[config.mk]
export PLATFORM = sky130hd
export DESIGN_NAME = coax_rx_holdoff_flat
export DESIGN_NICKNAME = d
export VERILOG_FILES = /design/src/rtl/coax_rx_holdoff_if.sv /design/src/rtl/coax_rx_holdoff.sv /design/src/flat_wrapper.sv
export SDC_FILE = /design/constraint.sdc
export NUM_CORES = 1
export LEC_CHECK = 0
export ABC_CLOCK_PERIOD_IN_PS = 2500
export CAP_MARGIN = 10
export CORE_MARGIN = 4
export CORE_UTILIZATION = 50
export DETAILED_ROUTE_END_ITERATION = 10
export PLACE_DENSITY = 0.84
export SYNTH_ARGS = -nofsm -noshare
export SYNTH_HDL_FRONTEND = slang
export SYNTH_SLANG_ARGS = --single-unit
export TNS_END_PERCENT = 30
[constraint.sdc]
create_clock -name clk -period 2.5 [get_ports clk]
set_clock_uncertainty 0.05 [all_clocks]
set_input_delay 0.25 -clock clk [delete_from_list [all_inputs] [get_ports clk]]
set_output_delay 0.25 -clock clk [all_outputs]
set_load 0.1 [all_outputs]
[src/rtl/coax_rx_holdoff_if.sv]
// Signal bundle between the coax receive front end and the holdoff blanker.
// The master side drives line/control inputs; the slave (the blanker) drives the filtered line and status.
interface coax_rx_holdoff_if #(
  parameter int HOLDOFF_WIDTH    = 8,
  parameter int EDGE_COUNT_WIDTH = 8
) ();
  logic                        enable;
  logic                        rx_input;
  logic                        tx_active;
  logic [HOLDOFF_WIDTH-1:0]    holdoff_clocks;
  logic                        count_clear;
  logic                        rx_output;
  logic                        blanking;
  logic [EDGE_COUNT_WIDTH-1:0] blanked_edges;

  modport master (
    output enable, rx_input, tx_active, holdoff_clocks, count_clear,
    input  rx_output, blanking, blanked_edges
  );

  modport slave (
    input  enable, rx_input, tx_active, holdoff_clocks, count_clear,
    output rx_output, blanking, blanked_edges
  );
endinterface

[src/rtl/coax_rx_holdoff.sv]
// Receive blanker: masks rx while the local transmitter is active plus a programmable holdoff.
// Define COAX_RX_HOLDOFF_QUIET_EN to also wait for QUIET_CLOCKS consecutive low samples before release.
module coax_rx_holdoff #(
  parameter int HOLDOFF_WIDTH    = 8,
  parameter int QUIET_CLOCKS     = 4,
  parameter int EDGE_COUNT_WIDTH = 8
) (
  input  logic              clk,
  input  logic              reset_n,
  coax_rx_holdoff_if.slave  bus
);

  if (QUIET_CLOCKS < 1) begin : g_bad_quiet_clocks
    $error("coax_rx_holdoff: QUIET_CLOCKS must be at least 1");
  end

`ifdef COAX_RX_HOLDOFF_QUIET_EN
  localparam int QW = $clog2(QUIET_CLOCKS + 1);
  typedef enum logic [1:0] {S_IDLE, S_TX, S_HOLDOFF, S_QUIET} state_t;
  localparam state_t S_RELEASE = S_QUIET;
`else
  typedef enum logic [1:0] {S_IDLE, S_TX, S_HOLDOFF} state_t;
  localparam state_t S_RELEASE = S_IDLE;
`endif

  state_t                      state, state_nxt;
  logic [HOLDOFF_WIDTH-1:0]    cnt, cnt_nxt;
`ifdef COAX_RX_HOLDOFF_QUIET_EN
  logic [QW-1:0]               q, q_nxt;
`endif
  logic                        rx_d0, rx_d1, enable_d0;
  logic                        blanking_q, rx_output_q;
  logic [EDGE_COUNT_WIDTH-1:0] edges_q;
  logic                        edge_hit;

  // State register
  always_ff @(posedge clk) begin
    if (!reset_n) begin
      state <= S_IDLE;
      cnt   <= '0;
`ifdef COAX_RX_HOLDOFF_QUIET_EN
      q     <= '0;
`endif
    end else begin
      state <= state_nxt;
      cnt   <= cnt_nxt;
`ifdef COAX_RX_HOLDOFF_QUIET_EN
      q     <= q_nxt;
`endif
    end
  end

  // Next state; tx_active overrides everything, so a 1-cycle pulse still runs a full sequence.
  always_comb begin
    state_nxt = state;
    cnt_nxt   = cnt;
`ifdef COAX_RX_HOLDOFF_QUIET_EN
    q_nxt     = q;
`endif
    if (bus.tx_active) begin
      state_nxt = S_TX;
    end else begin
      case (state)
        S_IDLE: state_nxt = S_IDLE;
        S_TX: begin
          if (bus.holdoff_clocks != '0) begin
            state_nxt = S_HOLDOFF;
            cnt_nxt   = bus.holdoff_clocks;
          end else begin
            state_nxt = S_RELEASE;
`ifdef COAX_RX_HOLDOFF_QUIET_EN
            q_nxt     = '0;
`endif
          end
        end
        S_HOLDOFF: begin
          if (cnt == HOLDOFF_WIDTH'(1)) begin
            state_nxt = S_RELEASE;
`ifdef COAX_RX_HOLDOFF_QUIET_EN
            q_nxt     = '0;
`endif
          end else begin
            cnt_nxt = cnt - HOLDOFF_WIDTH'(1);
          end
        end
`ifdef COAX_RX_HOLDOFF_QUIET_EN
        S_QUIET: begin
          if (rx_d0) begin
            q_nxt = '0;
          end else if (q == QW'(QUIET_CLOCKS - 1)) begin
            state_nxt = S_IDLE;
            q_nxt     = '0;
          end else begin
            q_nxt = q + QW'(1);
          end
        end
`endif
        default: state_nxt = S_IDLE;
      endcase
    end
  end

  // Input pipeline; enable is delayed so it lines up with rx_d0.
  always_ff @(posedge clk) begin
    if (!reset_n) begin
      rx_d0     <= 1'b0;
      rx_d1     <= 1'b0;
      enable_d0 <= 1'b0;
    end else begin
      rx_d0     <= bus.rx_input;
      rx_d1     <= rx_d0;
      enable_d0 <= bus.enable;
    end
  end

  always_ff @(posedge clk) begin
    if (!reset_n) begin
      blanking_q  <= 1'b0;
      rx_output_q <= 1'b0;
    end else begin
      blanking_q  <= (state_nxt != S_IDLE);
      rx_output_q <= (enable_d0 && blanking_q) ? 1'b0 : rx_d0;
    end
  end

  assign edge_hit = blanking_q && enable_d0 && rx_d0 && !rx_d1;

  // Saturating suppressed-edge counter; clear beats a coincident edge.
  always_ff @(posedge clk) begin
    if (!reset_n) begin
      edges_q <= '0;
    end else if (bus.count_clear) begin
      edges_q <= '0;
    end else if (edge_hit && (edges_q != '1)) begin
      edges_q <= edges_q + EDGE_COUNT_WIDTH'(1);
    end
  end

  assign bus.blanking      = blanking_q;
  assign bus.rx_output     = rx_output_q;
  assign bus.blanked_edges = edges_q;

endmodule

[src/flat_wrapper.sv]
// flat-port wrapper written by rule: the top's interface ports become plain ports
module coax_rx_holdoff_flat 
#(
  parameter int HOLDOFF_WIDTH    = 8,
  parameter int QUIET_CLOCKS     = 4,
  parameter int EDGE_COUNT_WIDTH = 8
)
  (clk, reset_n, bus_enable, bus_rx_input, bus_tx_active, bus_holdoff_clocks, bus_count_clear, bus_rx_output, bus_blanking, bus_blanked_edges);
  coax_rx_holdoff_if #(.HOLDOFF_WIDTH(HOLDOFF_WIDTH), .EDGE_COUNT_WIDTH(EDGE_COUNT_WIDTH)) bus_i ();
  input  logic clk;
  input  logic reset_n;
  input wire logic [$bits(bus_i.enable)-1:0] bus_enable;
  input wire logic [$bits(bus_i.rx_input)-1:0] bus_rx_input;
  input wire logic [$bits(bus_i.tx_active)-1:0] bus_tx_active;
  input wire logic [$bits(bus_i.holdoff_clocks)-1:0] bus_holdoff_clocks;
  input wire logic [$bits(bus_i.count_clear)-1:0] bus_count_clear;
  output wire logic [$bits(bus_i.rx_output)-1:0] bus_rx_output;
  output wire logic [$bits(bus_i.blanking)-1:0] bus_blanking;
  output wire logic [$bits(bus_i.blanked_edges)-1:0] bus_blanked_edges;
  assign bus_i.enable = bus_enable;
  assign bus_i.rx_input = bus_rx_input;
  assign bus_i.tx_active = bus_tx_active;
  assign bus_i.holdoff_clocks = bus_holdoff_clocks;
  assign bus_i.count_clear = bus_count_clear;
  assign bus_rx_output = bus_i.rx_output;
  assign bus_blanking = bus_i.blanking;
  assign bus_blanked_edges = bus_i.blanked_edges;
  coax_rx_holdoff #(.HOLDOFF_WIDTH(HOLDOFF_WIDTH), .QUIET_CLOCKS(QUIET_CLOCKS), .EDGE_COUNT_WIDTH(EDGE_COUNT_WIDTH)) u_core (.clk(clk), .reset_n(reset_n), .bus(bus_i));
endmodule
# ---- Word level (Yosys, flattened, before mapping)
# Cells that the tools add are included.
dict set report totals {
  reg_bits 23
  latch_bits 0
  ramBits 0
  mem_bits_ro 0
  inputBits 14
  word_cells 36
  n_memories 0
}
dict set report classes {
  addsub 2
  n_mul 0
  div 0
  n_lt_le_gt_ge 0
  n_eq_ne 6
  n_shift 0
  n_mux 7
  bitwise 2
  n_reduce_logical 11
}
# op count
set ops {}
lappend ops {{two-way mux 8 bit} 2}
lappend ops {{case mux 8 bit (2 select lines)} 1}
lappend ops {{adder 8 x 1 -> 8 bit (second input constant)} 1}
lappend ops {{equality test 8 x 1 -> 1 bit (second input constant)} 1}
lappend ops {{!= test 8 bit (second input constant)} 1}
lappend ops {{nonzero test 8 bit} 1}
lappend ops {{subtractor 8 x 1 -> 8 bit (second input constant)} 1}
lappend ops {{two-way mux 2 bit} 3}
lappend ops {{logical AND 1 bit} 4}
lappend ops {{case mux 2 bit (2 select lines)} 1}
lappend ops {{AND reduction 4 bit} 1}
lappend ops {{nonzero test 2 bit} 2}
lappend ops {{OR reduction 2 bit} 2}
lappend ops {{equality test 2 x 1 -> 1 bit (second input constant)} 1}
lappend ops {{equality test 2 bit (second input constant)} 1}
lappend ops {{!= test 2 x 1 -> 1 bit (second input constant)} 1}
lappend ops {{!= test 2 bit (second input constant)} 1}
lappend ops {{NOT 1 bit} 2}
lappend ops {{zero test 1 bit} 1}

# ---- Longest topological paths before layout
dict set report depth {
  depth_word 5
  mapped_depth 8
}

# ---- Worst setup path after synthesis
# Ideal clock, no wire load.
dict set report synth_path {
  path_kind {reg2reg}
  startpoint {register u_core.edges_q[0], in the netlist u_core.bus.blanked_edges[0]}
  endpoint {register u_core.edges_q[1], in the netlist u_core.bus.blanked_edges[1]}
  arrival_ns 2.116
  required_ns 2.326
  setup_slack_ns 0.210
  stages_incl_launch_ff 6
  n_path_buf 0
  period_less_slack_ns 2.290
  path_cell_list {dfxtp_1 > ha_1 > nand3_1 > o21ai_0 > mux2i_1 > nor2_1}
}
dict set report synth_via {
  elab_chain_cells 2
  elab_cells_between_ends 3
}
# element line
set synth_lines {}
lappend synth_lines {{start, declared} coax_rx_holdoff.sv:33} ;# logic [EDGE_COUNT_WIDTH-1:0] edges_q;
lappend synth_lines {{start signal, assigned} coax_rx_holdoff.sv:135} ;# edges_q <= edges_q + EDGE_COUNT_WIDTH'(1);
lappend synth_lines {{parallel branches: the longest is 2 deep, another holds adder 8 x 1 -> 8 bit} -}
# Parallel ways; which one is timed is not known.
# A chain may end at the register's enable or synchronous reset.

# ---- Final worst setup path
dict set report layout_path {
  startpoint {register u_core.cnt[1]}
  endpoint {register u_core.cnt[5]}
}
dict set report layout_via {
  elab_chain_cells 3
  elab_cells_between_ends 6
}
# element line
set layout_lines {}
lappend layout_lines {{start, declared} coax_rx_holdoff.sv:27} ;# logic [HOLDOFF_WIDTH-1:0] cnt, cnt_nxt;
lappend layout_lines {{start signal, assigned} coax_rx_holdoff.sv:46} ;# cnt <= cnt_nxt;
lappend layout_lines {{subtractor 8 x 1 -> 8 bit / equality test 8 x 1 -> 1 bit (equally long branches)} {coax_rx_holdoff.sv:83, coax_rx_holdoff.sv:77}}
lappend layout_lines {{two-way mux 8 bit / != test 2 bit (equally long branches)} -}
lappend layout_lines {{case mux 8 bit (2 select lines) / AND reduction 4 bit (equally long branches)} -}
# Several ways; a longest one is shown, not always the timed one. The select of a mux whose other input is x is not followed.

==> run metrics <==
cell area power density=roughly 440 nW/um^2; Nets=between 150 and 200; clock power share=a little over a quarter; Max-Cap Viols=0; worst min-delay path category=reg -> reg; Syn Area/Cell=roughly 8.7 um^2; number of synthesized flops with an enable pin=0; vias in the first global route=~1,000; worst skew pair latency=~0.31 ns; DRT Pass-1 Iters=4; Initial DRC Count=29; final setup fails=0; Sequential Power Share=59.0%; height of the die=58 um; top cell type's share of synthesized area=between 30% and 40%; CTS clk-pin slew, worst paths=between 0.1 and 0.15 ns; Final Cell Area=1480 um^2; count leader, synth=dfxtp_1; final worst slack=roughly 0.44 ns; Die Span X=just under 60 um; Remaining DRCs=0; crit path capture type=register; CP max-delay cell=or4b_4; Pleak=0.609 nW; Final Max Slew Viols=0; Pwr Total=approximately 650 uW; Tcrit/Tclk final=between 80% and 90%; synthesized instance count=roughly 140; Placement Cell Area=between 1000 and 1500 um^2; Comb power frac=about 15%; placed wire-length estimate=around 2.0 mm; gr usage total=between 10% and 20%; number of CTS-inserted buffers=3; Yosys reg bits=23; Hold Violations, Final=0; min cycle time layout=approximately 2.1 ns; core area=about 2300 um^2; I/O Buffers=23; Place WS=between 0.4 and 0.5 ns; post-route ant nets=0; TNS Setup=0 ns; Req. time, crit path=approximately 2.7 ns; maximum vdd drop=0.316 mV; number of clock sinks=23; status=finished clean; hold_buf cts=0; Net Sw Frac=about a quarter; synth unique cells=43; Setup crit start kind=register; drt total wl=2.58 mm; ys async rst share=0%; CTS tree=yes; clk buf depth=2; ys flop type=dfxtp_1; DP Cell Count=between 150 and 200; pin count of the biggest net entering global routing=18; Slew headroom=between 50% and 60%; wire length per cell=around 13 um; PostCTS Resize Cnt=0; Antenna Cells=0; Warnings, synthesis=0; worst path cell trace=inv_1, ha_1, or4b_4, o31a_1, and2_4, a31o_2; Die ar.=approximately 3400 um^2; Initial Util=between 50% and 60%; routability cong.=roughly 0.8; fill count=189; RSZ-0062 raised after global routing=no; Site Rows=17; Ports=24; Pint=around 480 uW; initial antenna violation count=0; postcts setup bufs=0; max incr delay on CP=approximately 0.46 ns; first-pass GRT wire length=4.28 mm; dominant cells by area after synthesis=dfxtp_1 37%, ha_1 5.0%, a31o_2 3.5%; via count=1,117; worst-path fanout max=9; ratio of cells with drive above 1 in the final layout=between 15 and 20%; gr ovfl total=0; hold slack=between 0.4 and 0.5 ns; area leader, netlist=dfxtp_1; P_sw=172 uW; most instantiated cells after synthesis=23 x dfxtp_1, 11 x nand2_1, 10 x inv_1, 9 x nor2_1, 6 x a21oi_1; clk root buf=clkbuf_4; Area Overhead vs Synth=18.1%; Least-Margin Pin Slew=0.625 ns; CP Class=reg -> reg; CTS HTree Levels=1; via density per instance=a little under 6; non-filler cells, final=about 190; post-synthesis sequential area ratio=between 30% and 40%; net count after synthesis=162; Post-Syn Area=approximately 1200 um^2; top achievable clock speed=just under 500 MHz; Crit path arrival time=2.23 ns; Final Core Density=between 60% and 70%
==> critical path: cells and delay by family, from the launching register on <==
| family | cells | cell delay, ns |
|---|---|---|
| compound gates | 2 | 0.64 |
| buf+inv | 1 | 0.08 |
| fa+ha+maj | 1 | 0.14 |
| flops | 1 | 0.35 |
| simple gates | 2 | 0.70 |
==> cells by family after synthesis <==
kind of cell               Yosys count  synth area share [%]
muxes                                1                 0.801
xor gates and xnor gates             6                  4.20
adders and majority gates            5                  5.01
AOI/OAI and AO/OA                   41                  24.2
and+or+nand+nor                     48                  21.4
buffers and inverters               19                  7.51
DFF                                 23                  36.8
==> power groups by stage <==
stage               logic, mW  clock network [mW]  registers, mW
finish                 0.0950               0.172          0.385
global route            0.103               0.193          0.387
CTS                    0.0948               0.181          0.385
detailed placement     0.0946                   0          0.393
global placement       0.0928                   0          0.393
floorplan              0.0553                   0          0.404
==> layout make-up <==
class	instances	area, um^2	area share [%]
inverter	10	37.5	2.54
sequential	23	460	31.2
tap	28	35.0	2.37
timing repair buffer	25	220	14.9
multi-input combinational	101	696	47.1
clock inverter	1	5.00	0.339
clock buffer	3	22.5	1.53
==> cell usage in the layout, fill, tap and decap left out, drive strengths merged, types with 3 or more instances in the layout <==
| cell type | instances |
|---|---|
| o21ai | 4 |
| xor2 | 4 |
| dfxtp | 23 |
| a31o | 5 |
| buf | 12 |
| and2 | 5 |
| nand2 | 11 |
| a31oi | 5 |
| nand2b | 3 |
| clkdlybuf4s50 | 13 |
| ha | 5 |
| nand3 | 3 |
| nor2 | 9 |
| a21oi | 6 |
| or3 | 3 |
| clkbuf | 3 |
| o211ai | 4 |
| inv | 10 |
| o31ai | 5 |
==> per-layer routing <==
layer | GRT usage, % | routed length, um
met2 | 26.9 | 1160
met3 | 4.01 | 170
met4 | 9.60 | 72
met1 | 18.6 | 1180
met5 | 0 | 0
==> worst paths after layout <==
kind / startpoint / cells after the start / endpoint / slack (ns)
setup / recovery: u_core.cnt[1] / 6 / u_core.cnt[5] / 0.44
hold / removal: u_core.enable_d0 / 1 / u_core.bus.rx_output / 0.44
setup reg to reg: u_core.cnt[1] / 6 / u_core.cnt[5] / 0.44
hold reg to reg: u_core.enable_d0 / 1 / u_core.bus.rx_output / 0.44
==> sequential cells by signal, indices dropped and copies added, names as in the netlist <==
name	flops
u_core.bus.blanked_edges	8
u_core.bus.blanking	1
u_core.rx_d0	1
u_core.bus.rx_output	1
u_core.state	2
u_core.enable_d0	1
u_core.cnt	8
u_core.rx_d1	1
Note: power is estimated with default switching activity, not from simulation.
